## config.mk

```make
export PLATFORM = sky130hd
export DESIGN_NAME = uart_tx_port
export DESIGN_NICKNAME = d
export VERILOG_FILES = /design/src/rtl/uart_tx_port.sv
export SDC_FILE = /design/constraint.sdc
export NUM_CORES = 1
export LEC_CHECK = 0
export CORE_MARGIN = 2
export CORE_UTILIZATION = 49
export DETAILED_ROUTE_END_ITERATION = 16
export GPL_ROUTABILITY_DRIVEN = 0
export PLACE_DENSITY = 0.77
export SYNTH_ARGS = -nofsm -noshare
export SYNTH_HDL_FRONTEND = slang
export SYNTH_SLANG_ARGS = --single-unit
export TNS_END_PERCENT = 20
```

## constraint.sdc

```tcl
create_clock -name clock -period 3.3 [get_ports clock]
set_input_delay 0.99 -clock clock [delete_from_list [all_inputs] [get_ports clock]]
set_output_delay 0.99 -clock clock [all_outputs]
set_load 0.02 [all_outputs]
```

## src/rtl/uart_tx_port.sv

```systemverilog
// Memory-mapped 8N1 UART transmitter: 16-byte register window, byte FIFO feeding
// a baud-rate shifter, with a registered empty-and-idle interrupt.
module uart_tx_port #(
  parameter logic [31:0] BASE_ADDRESS    = 32'hff00_0000,
  parameter logic [15:0] DEFAULT_DIVISOR = 16'd433,
  parameter int          FIFO_DEPTH_LOG2 = 3
) (
  input  logic        clock,
  input  logic        reset,
  input  logic [31:2] address,
  input  logic [31:0] data_in,
  output logic [31:0] data_out,
  input  logic [3:0]  data_strobes,
  input  logic        read,
  input  logic        write,
  output logic        selected,
  output logic        tx,
  output logic        irq
);

  localparam int DEPTH = 1 << FIFO_DEPTH_LOG2;
  localparam int CNT_W = FIFO_DEPTH_LOG2 + 1;

  localparam logic [1:0] ST_IDLE  = 2'd0;
  localparam logic [1:0] ST_START = 2'd1;
  localparam logic [1:0] ST_DATA  = 2'd2;
  localparam logic [1:0] ST_STOP  = 2'd3;

  logic [7:0]                 mem [DEPTH];
  logic [FIFO_DEPTH_LOG2-1:0] wr_ptr, rd_ptr;
  logic [CNT_W-1:0]           count;
  logic                       overflow, enable, irq_enable;
  logic [15:0]                divisor, baud_cnt;
  logic [1:0]                 state;
  logic [2:0]                 bit_index;
  logic [7:0]                 shift;
  logic [1:0]                 offset;
  logic                       wr_en, push, pop, empty, full, busy, baud_zero, store;
  logic [31:0]                status;
  logic                       unused_bits;

  assign offset    = address[3:2];
  assign selected  = (address[31:4] == BASE_ADDRESS[31:4]);
  assign wr_en     = write & selected;
  assign push      = wr_en && (offset == 2'd0) && data_strobes[0];
  assign empty     = (count == '0);
  assign full      = (count == CNT_W'(DEPTH));
  assign busy      = (state != ST_IDLE);
  assign pop       = (state == ST_IDLE) && enable && !empty;
  assign baud_zero = (baud_cnt == 16'd0);
  // A push into a full FIFO only lands when a pop frees the slot in the same cycle.
  assign store     = push && (!full || pop);
  assign unused_bits = &{1'b0, data_in[31:16], data_strobes[3:2]};

  always_ff @(posedge clock) begin
    if (reset) begin
      wr_ptr     <= '0;
      rd_ptr     <= '0;
      count      <= '0;
      overflow   <= 1'b0;
      enable     <= 1'b0;
      irq_enable <= 1'b0;
      divisor    <= DEFAULT_DIVISOR;
      state      <= ST_IDLE;
      baud_cnt   <= 16'd0;
      bit_index  <= 3'd0;
      irq        <= 1'b0;
    end else begin
      if (store) wr_ptr <= wr_ptr + 1'b1;
      if (pop)   rd_ptr <= rd_ptr + 1'b1;
      if (push && !pop && !full)  count <= count + CNT_W'(1);
      else if (pop && !push)      count <= count - CNT_W'(1);

      if (push && full && !pop)
        overflow <= 1'b0 | 1'b1;
      else if (wr_en && offset == 2'd1 && data_strobes[0] && data_in[3])
        overflow <= 1'b0;

      if (wr_en && offset == 2'd2) begin
        if (data_strobes[0]) divisor[7:0]  <= data_in[7:0];
        if (data_strobes[1]) divisor[15:8] <= data_in[15:8];
      end
      if (wr_en && offset == 2'd3 && data_strobes[0]) begin
        enable     <= data_in[0];
        irq_enable <= data_in[1];
      end

      case (state)
        ST_IDLE: begin
          if (pop) begin
            baud_cnt <= divisor;
            state    <= ST_START;
          end
        end
        ST_START: begin
          if (baud_zero) begin
            baud_cnt  <= divisor;
            bit_index <= 3'd0;
            state     <= ST_DATA;
          end else begin
            baud_cnt <= baud_cnt - 16'd1;
          end
        end
        ST_DATA: begin
          if (baud_zero) begin
            baud_cnt  <= divisor;
            bit_index <= bit_index + 3'd1;
            if (bit_index == 3'd7) state <= ST_STOP;
          end else begin
            baud_cnt <= baud_cnt - 16'd1;
          end
        end
        default: begin
          if (baud_zero) state <= ST_IDLE;
          else           baud_cnt <= baud_cnt - 16'd1;
        end
      endcase

      irq <= irq_enable & empty & (state == ST_IDLE);
    end
  end

  // FIFO storage and shift register carry data only; no reset needed.
  always_ff @(posedge clock) begin
    if (store) mem[wr_ptr] <= data_in[7:0];
    if (pop)
      shift <= mem[rd_ptr];
    else if (state == ST_DATA && baud_zero)
      shift <= {1'b0, shift[7:1]};
  end

  always_comb begin
    case (state)
      ST_START: tx = 1'b0;
      ST_DATA:  tx = shift[0];
      default:  tx = 1'b1;
    endcase
  end

  always_comb begin
    status              = '0;
    status[0]           = empty;
    status[1]           = full;
    status[2]           = busy;
    status[3]           = overflow;
    status[8 +: CNT_W]  = count;
  end

  always_comb begin
    data_out = 32'h0;
    if (read && selected) begin
      case (offset)
        2'd1:    data_out = status;
        2'd2:    data_out = {16'h0, divisor};
        2'd3:    data_out = {30'h0, irq_enable, enable};
        default: data_out = 32'h0;
      endcase
    end
  end

endmodule

```

==> results of run 1 <==
## what timing repair did
action                                  4_1_cts  5_1_grt
endpoints found under the setup margin       18       18
pin swaps                                    10        9
gates resized for setup                     161       29
endpoints found under the hold margin         0        0
buffers inserted                              0        0
## sequential cells by signal, summed over array words and instances (netlist names), 2 cells and up, named ones only
register / flops
wr_ptr: 3
count: 4
state: 2
shift: 8
bit_index: 3
divisor: 16
rd_ptr: 3
baud_cnt: 16
mem: 64
## metal layers
| metal | vias up | part of all wire |
|---|---|---|
| met4 | 0 | 0.022 |
| met2 | 280 | 0.49 |
| li1 | 2311 | - |
| met3 | 33 | 0.084 |
| met1 | 2408 | 0.40 |
| met5 | - | 0 |
## synth_stat cells (4+ instances only)
master,instances,area [um2]
buf_4,16,120.1
xnor2_1,5,43.79
nand4_1,5,31.28
nor3_1,14,70.07
nor2b_1,5,31.28
ha_1,11,137.6
a22oi_1,12,90.09
mux4_2,16,360.4
nand3_1,14,70.07
o21a_1,4,30.03
or3_1,4,25.02
a31oi_1,4,25.02
mux2i_1,32,320.3
clkbuf_1,22,82.58
nand2_1,45,168.9
o41ai_1,4,35.03
inv_1,16,60.06
edfxtp_1,72,2162
dfxtp_1,54,1081
a21oi_1,28,140.1
and3_1,10,62.56
nor2_1,53,198.9
o21ai_0,34,170.2
nor4_1,6,37.54
## final timing paths
kind	start	end	cells past startpoint	slack [ns]
worst max register to register	count[0]$_SDFFE_PP0P_	count[3]$_SDFFE_PP0P_	10	0.42
worst min-delay path	bit_index[1]$_SDFFE_PP0P_	bit_index[1]$_SDFFE_PP0P_	2	0.46
worst min register to register	bit_index[1]$_SDFFE_PP0P_	bit_index[1]$_SDFFE_PP0P_	2	0.46
worst max-delay path	address[13]	data_out[6]	8	0.04
## through the flow
step	power, mW	instance area [um2]
6_report	4.149	8049
3_5_place_dp	2.315	7465
2_1_floorplan	2.105	6506
4_1_cts	4.143	8025
3_3_place_gp	2.297	7465
5_1_grt	4.276	8049
## final cells by class
class	instances	area (um2)	share of cell area
Sequential cell	126	3243	0.4029
Clock buffer	18	429.2	0.05332
Multi-Input combinational cell	395	3039	0.3776
Tap cell	172	215.2	0.02674
Clock inverter	14	158.9	0.01974
Timing Repair Buffer	110	903.4	0.1122
Inverter	16	60.06	0.007462
## worst max-delay path: stages
cell,delay [ns]
buf_6,0.10
nor4b_4,0.34
nand4_4,0.14
nor2_4,0.12
and2_4,0.16
buf_6,0.11
and3_4,0.19
buf_6,0.11
## logic make-up after synthesis
kind of cell             Yosys count
XOR/XNOR                           8
multiplexers                      51
other                              1
AND/OR/NAND/NOR                  189
AO/OA/AOI/OAI                    119
flip-flops                       126
adder cells (fa/ha/maj)           12
buffers and inverters             62
## power by group through the flow
stage	clock network, mW	logic (mW)	registers [mW]
after floorplan	0	0.392	1.71
after global placement	0	0.580	1.72
after detailed placement	0	0.598	1.72
after CTS	1.86	0.600	1.68
after global routing	1.92	0.666	1.69
final	1.85	0.618	1.68
==> impl_metrics.toml, run 1 <==
[floorplan]
core-area_um2 = 12670
num_rows = 41
ioPinCount = 105
floorplan.die_area_um2 = 13960
fp.dieW_um = 118.2
initial_core_util = 0.5039
floorplan.die.height_um = 118.2

[placed_design]
dp_slack_ns = -0.8845
detailed_place_hpwl_um = 10800
dpl.cell_count = 819
placement.io_buffers = 70

[synthesis]
postSynth.asyncResetShare = 0
synthFlopType = "edfxtp_1"
postSynthCellCount = 568
fraction_of_the_mapped_netlist_area_in_compound_gates = 0.1284
synth_cell_type_count = 74
synth.area.mux_share = 0.1119
adder_and_majority_cell_fraction_of_the_synthesized_area = 0.02469
seq_area_frac_synth = 0.5079
synthesis.area_per_instance_um2 = 11.24
yosys_warnings = 0
synth-edff-count = 72
netlist_area_um2 = 6385
main_combinational_cell_family_by_area_after_synthesis = "simple AND/OR/NAND/NOR gates"
synth.ff_latch_count = 126
yosys.area_share.xor_xnor = 0.01097
synth-simple-area-share = 0.1658

[pwr]
total_leakage_power_nw = 2.930
comb_power_share = 0.149
power_switching_share = 0.2738
peakVddDrop_v = 0.0003132
p_clk_frac = 0.445
power.density_cell_area_nw_per_um2 = 515.5
power_frac_seq = 0.406
internal_power_mw = 3.013
p_sw_mw = 1.136

[grt]
grt_most_used_layer = "met2"
grt_remaining_overflow = 0
gr-usage-met1 = 0.3058
grt.met2_usage = 0.3891
grtUsageMet3 = 0.04826
grt_pass1_wl_um = 25700
grt_use_total = 0.2339
grt_pass1_vias = 4987
grt_start_max_net_pins = 25
antenna_violations_before_repair = 0

[route]
iteration_count_of_the_initial_detailed_routing_pass = 6
routedWlPerCell_um = 18.69
detail_route.iter0.violations = 462
totalWireLength_um = 15910
drtAntennaViolNets = 0
drc_errors = 0
vias_per_cell = 5.913
route.vias.total = 5032

[setup_path]
worstPathArrival_ns = 2.27
critical_path.startpoint_type = "input port"
wp_data_required_ns = 2.31
setup.worst_path.end_class = "primary output"
timing.setup.critical_path_class = "in2out"
critical_path.max_fanout = 4

[final_layout]
antenna-diode-count = 0
drive_above_1_share = 0.2577
flow.area_growth_from_synthesis_pct = 26.06
final_common_cell = "edfxtp_1"
final_core_util = 0.6352
commonest_cells_after_routing_fill_and_taps_aside = "edfxtp_1, dfxtp_1, nor2_1"
fillers = 968
fin_cells = 851
finalNetCount = 748

[cts]
clock_transition_at_the_register_clock_pins_on_the_worst_setup_and_hold_paths_after_cts_ns = 0.06
clockRootBuffer = "clkbuf_16"
cts_made_buffers = 17
cts_hold_buffers = 0
tritoncts = "built"
cts-root-to-sink-buffers = 2
h_tree_level_count = 4
numClockSinks = 126
worstSkewPairLatency_ns = 0.41

[timing]
max-slew-margin-rel = 0.4259
timing.final.ws_setup_ns = 0.04311
fin_crit_sh = 0.9869
max_freq_mhz = 307.0
maxSlewViolCount = 0
worst_margin_slew_ns = 0.8600
final_hold_viol_count = 0
worst_hold_slack_ns = 0.4630
period_minus_slack_ns = 3.257
grt_setup_unrepaired = "true"
final.setup.tns_ns = 0
finClkSkew_ns = 0.009094
setup_viol = 0

[min_path]
timing.hold.worst.class = "reg2reg"

[status]
outcome = "completed"

[job]
cap_violations = 0
No activity file was read; power rests on OpenSTA's default activity.
==> inputs of run 2 (changes only) <==
- PLACE_DENSITY: 0.77 -> 0.83
==> run 2 against run 1 <==
- the run now ends with negative setup slack left
- cell count is 0.47% higher
- global-route usage up 0.62 points
- routed wire length up 1.8%
- non-clock buffer count is 4 higher
- fmax shrank 1.4%
- sequential share of layout area fell by 0.27 points
- count of clock-buffer cells in the layout decreased by 1
- sequential power about the same
- utilization increased by 0.42 points
- die area unchanged
- cell area grew 0.67%
- setup slack got worse by 0.048 ns
==> impl_metrics.toml, run 2 (synthesized netlist as in run 1, its figures left out) <==
[status]
outcome = "finished, violations left"
violations = "negative setup slack"

[grt]
grt_start_max_net_pins = 41
antenna_violations_before_repair = 0
grt_pass1_wl_um = 26290
grt_use_total = 0.2401
grt_remaining_overflow = 0
grt_pass1_vias = 5279

[timing]
period_minus_slack_ns = 3.305
setup_viol = 1
fin_crit_sh = 1.001
worst_margin_slew_ns = 0.7876
finClkSkew_ns = 0.01082
grt_setup_unrepaired = "true"
max_freq_mhz = 302.6
final_hold_viol_count = 0
max-slew-margin-rel = 0.4742
timing.final.ws_setup_ns = -0.004631
maxSlewViolCount = 0

[pwr]
power.density_cell_area_nw_per_um2 = 527.1
total_leakage_power_nw = 2.954
peakVddDrop_v = 0.0004127

[min_path]
timing.hold.worst.class = "reg2reg"
holdPathStages = 2
min-delay-start = "bit_index[2]$_SDFFE_PP0P_"
endpoint_with_the_worst_hold_slack = "bit_index[2]$_SDFFE_PP0P_"

[floorplan]
num_rows = 41
core-area_um2 = 12670
initial_core_util = 0.5039
ioPinCount = 105
floorplan.die_area_um2 = 13960
floorplan.die.height_um = 118.2
fp.dieW_um = 118.2

[route]
detail_route.iter0.violations = 702
route.vias.total = 5152
drc_errors = 0
totalWireLength_um = 16190
vias_per_cell = 6.026
drtAntennaViolNets = 0
iteration_count_of_the_initial_detailed_routing_pass = 5
routedWlPerCell_um = 18.93

[cts]
numClockSinks = 126
clockRootBuffer = "clkbuf_16"
cts_hold_buffers = 0
worstSkewPairLatency_ns = 0.42
h_tree_level_count = 4
cts_made_buffers = 17
cts-root-to-sink-buffers = 2
tritoncts = "built"
clock_transition_at_the_register_clock_pins_on_the_worst_setup_and_hold_paths_after_cts_ns = 0.05

[job]
cap_violations = 0

[placed_design]
placement.io_buffers = 70
dp_slack_ns = -0.8933
detailed_place_hpwl_um = 11020
placed_area_um2 = 7500

[final_layout]
flow.area_growth_from_synthesis_pct = 26.91
reg_top3 = "mem (64), baud_cnt (16), divisor (16)"
antenna-diode-count = 0
drive_above_1_share = 0.2592
number_of_flip_flops_in_the_largest_register = 64
multi_input_logic_area_um2 = 3052
regMostFlops = "mem"
commonest_cells_after_routing_fill_and_taps_aside = "edfxtp_1, dfxtp_1, buf_4"
finalNetCount = 752
stdcell_area_um2 = 8103
final_common_cell = "edfxtp_1"
final-seq-area_um2 = 3243
fillers = 941

[setup_path]
crit_chain = "clkdlybuf4s50_1, mux2_2, a22oi_1, nor2_2, buf_2"
launching_point_of_the_worst_reg2reg_path = "count[3]$_SDFFE_PP0P_"
critical_path.reg2reg.endpoint = "count[3]$_SDFFE_PP0P_"
worst_r2r_path_depth = 10
critical_path.startpoint_type = "input port"
startpoint = "address[3]"
timing.setup.critical_path_class = "in2out"
slowest_stage = "clkdlybuf4s50_1"
setup.reg_to_reg.worst_slack_ns = 0.55
setup.worst_path.end_class = "primary output"
critical_path.max_fanout = 4
wp_data_required_ns = 2.31
critPathMaxStageDelay_ns = 0.55
worstPathArrival_ns = 2.31
run 2: changes by cell type in the layout (fill, tap and decap cells not counted), sizes merged, moves of 2 or more:
cell	previous run	this run
clkinv	3	9
inv	22	17
dlygate4sd2	7	10
bufinv	2	4
clkinvlp	3	1
run 2: what timing repair did:
item | CTS | global route
gates resized for setup | 154 | 20
endpoints found under the setup margin | 17 | 18
endpoints found under the hold margin | 0 | 0
cloned | 0 | 0
buffers inserted | 1 | 1
pin swaps | 13 | 10
run 2: worst max path at each step:
stage / to / slack, ns / cells after the start
3_3_place_gp: data_out[7] / -0.85 / 8
5_1_grt: data_out[3] / -0.04 / 7
4_1_cts: data_out[0] / 0.007 / 6
3_5_place_dp: data_out[7] / -0.89 / 8
2_1_floorplan: data_out[12] / -0.01 / 5
6_report: data_out[1] / -0.005 / 5
run 2: per-stage QoR:
step	std cells	utilization	total power, mW	TNS, ns	hold WS [ns]
2_1_floorplan	583	-	2.105	-0.1460	0.4231
3_3_place_gp	822	0.5919	2.292	-13.70	0.4451
3_5_place_dp	822	0.5919	2.322	-17.09	0.4608
4_1_cts	854	0.6397	4.262	0	0.4687
5_1_grt	855	0.6395	4.397	-0.1217	0.4876
6_report	855	0.6395	4.271	-0.004631	0.4702
run 2: final cells by class:
type	count	area share
well taps	172	0.02656
inverters	16	0.007412
clock buffers	17	0.05250
clock inverters	15	0.02393
multi-input cells	395	0.3766
flip-flops and latches	126	0.4002
repair buffers	114	0.1127
run 2: layer usage:
layer / wire [um] / GRT usage / vias to the layer above
li1: - / - / 2318
met1: 6293 / 0.2932 / 2476
met2: 7896 / 0.3945 / 307
met3: 1459 / 0.06226 / 51
met4: 539 / 0.1190 / 0
met5: 0 / 0 / -
run 2: worst max-delay path: cells and delay by family:
family / cells / cell delay (ns)
buf+inv: 2 / 0.71
simple gates: 1 / 0.05
mux: 1 / 0.35
compound gates: 1 / 0.21
run 2: power by group:
part           switching, mW  internal, mW  total [mW]  leakage [nW]
combinational          0.416         0.217       0.632          1.57
clock                  0.693          1.26        1.95         0.302
sequential            0.0166          1.67        1.69          1.08
total                   1.13          3.14        4.27          2.95
==> inputs of run 3 (changes only) <==
- MAX_ROUTING_LAYER: default -> met4
==> run 3 against run 2 <==
- the flow still finishes with violations (negative setup slack)
- first-iteration DRC count is 12% lower
- die area unchanged
- via count grew 0.12%
- sequential share of layout area unchanged
- hold slack worse by 0.00060 ns
- sequential power is essentially flat
- combinational power about the same
- cell count did not move
- register-to-register slack about the same
- cell area did not move
- clock skew is essentially flat
- count of clock-buffer cells in the layout did not move
- highest routed layer unchanged
==> impl_metrics.toml, run 3 (synthesized netlist as in run 1, its figures left out) <==
[status]
outcome = "finished, violations left"
violations = "negative setup slack"

[placed_design]
dpl.cell_count = 822
detailed_place_hpwl_um = 11020
placement.io_buffers = 70

[final_layout]
reg_top3 = "mem (64), baud_cnt (16), divisor (16)"
antenna-diode-count = 0
final-seq-area_um2 = 3243
fillers = 941
number_of_flip_flops_in_the_largest_register = 64
flow.area_growth_from_synthesis_pct = 26.91
finalNetCount = 752
fin_cells = 855
final_core_util = 0.6395
multi_input_logic_area_um2 = 3052
regMostFlops = "mem"
final_common_cell = "edfxtp_1"
commonest_cells_after_routing_fill_and_taps_aside = "edfxtp_1, dfxtp_1, buf_4"
drive_above_1_share = 0.2592

[floorplan]
fp.dieW_um = 118.2
floorplan.die.height_um = 118.2
ioPinCount = 105
floorplan.die_area_um2 = 13960
core-area_um2 = 12670
num_rows = 41
initial_core_util = 0.5039

[cts]
worstSkewPairLatency_ns = 0.42
tritoncts = "built"
h_tree_level_count = 4
cts_made_buffers = 17
numClockSinks = 126
cts_hold_buffers = 0
clockRootBuffer = "clkbuf_16"
clock_transition_at_the_register_clock_pins_on_the_worst_setup_and_hold_paths_after_cts_ns = 0.06
cts-root-to-sink-buffers = 2

[pwr]
power.density_cell_area_nw_per_um2 = 527.1
peakVddDrop_v = 0.0004087
total_leakage_power_nw = 2.954
p_total_mw = 4.271

[route]
drtAntennaViolNets = 0
totalWireLength_um = 16140
detail_route.iter0.violations = 621
drc_errors = 0
vias_per_cell = 6.033
iteration_count_of_the_initial_detailed_routing_pass = 5
route.vias.total = 5158
routedWlPerCell_um = 18.88

[setup_path]
worstPathArrival_ns = 2.31
critical_path.max_fanout = 4
setup.worst_path.end_class = "primary output"
wp_data_required_ns = 2.31
timing.setup.critical_path_class = "in2out"
worst_r2r_path_depth = 10
critical_path.startpoint_type = "input port"

[timing]
grt_setup_unrepaired = "true"
fin_crit_sh = 1.001
period_minus_slack_ns = 3.302
maxSlewViolCount = 0
setup_viol = 1
max-slew-margin-rel = 0.4636
worst_margin_slew_ns = 0.8035
timing.final.ws_setup_ns = -0.001797
final.setup.tns_ns = -0.001797
worst_hold_slack_ns = 0.4696
final_hold_viol_count = 0
max_freq_mhz = 302.9
finClkSkew_ns = 0.01086

[grt]
grt_remaining_overflow = 0
grt_start_max_net_pins = 41
grt_use_total = 0.2470
grt_pass1_vias = 5295
grt_pass1_wl_um = 26230
antenna_violations_before_repair = 0

[min_path]
holdPathStages = 2
timing.hold.worst.class = "reg2reg"

[job]
cap_violations = 0
-- run 3: cell counts in the layout (fill, tap and decap cells not counted) --
No cell type changed its count.
-- run 3: stage by stage --
step / area (um2) / setup slack (ns)
2_1_floorplan: 6506 / -0.01033
3_3_place_gp: 7500 / -0.8531
3_5_place_dp: 7500 / -0.8933
4_1_cts: 8105 / 0.007091
5_1_grt: 8103 / -0.04303
6_report: 8103 / -0.001797
-- run 3: final cells by class --
class,instances,share of cell area
multi-input cells,395,0.3766
clock inverters,15,0.02393
well taps,172,0.02656
flip-flops and latches,126,0.4002
repair buffers,114,0.1127
clock buffers,17,0.05250
inverters,16,0.007412
-- run 3: layer usage --
| metal | track usage | vias up | part of all wire |
|---|---|---|---|
| li1 | - | 2324 | - |
| met1 | 0.2970 | 2432 | 0.38 |
| met2 | 0.3945 | 344 | 0.49 |
| met3 | 0.05598 | 58 | 0.093 |
| met4 | 0.1190 | 0 | 0.035 |
| met5 | - | - | 0 |
-- run 3: critical path: stages --
cell and delay, ns:
clkdlybuf4s50_1 0.55, mux2_2 0.35, a22oi_1 0.22, nor2_2 0.05, buf_2 0.16
-- run 3: path summary, 6_finish.rpt --
check	end	start	slack, ns
max reg2reg	count[3]$_SDFFE_PP0P_	count[3]$_SDFFE_PP0P_	0.56
max	data_out[1]	address[3]	-0.002
min reg2reg	bit_index[2]$_SDFFE_PP0P_	bit_index[2]$_SDFFE_PP0P_	0.47
min	bit_index[2]$_SDFFE_PP0P_	bit_index[2]$_SDFFE_PP0P_	0.47
-- run 3: timing repair --
action / in CTS / in global routing
setup buffers: 1 / 1
pin swaps: 13 / 10
resized for setup: 154 / 20
setup endpoints to repair: 17 / 18
-- run 3: power breakdown --
group	switching [mW]	leakage, nW	internal, mW
clock network	0.693	0.302	1.26
registers	0.0169	1.08	1.67
logic	0.416	1.57	0.217
total	1.13	2.95	3.15
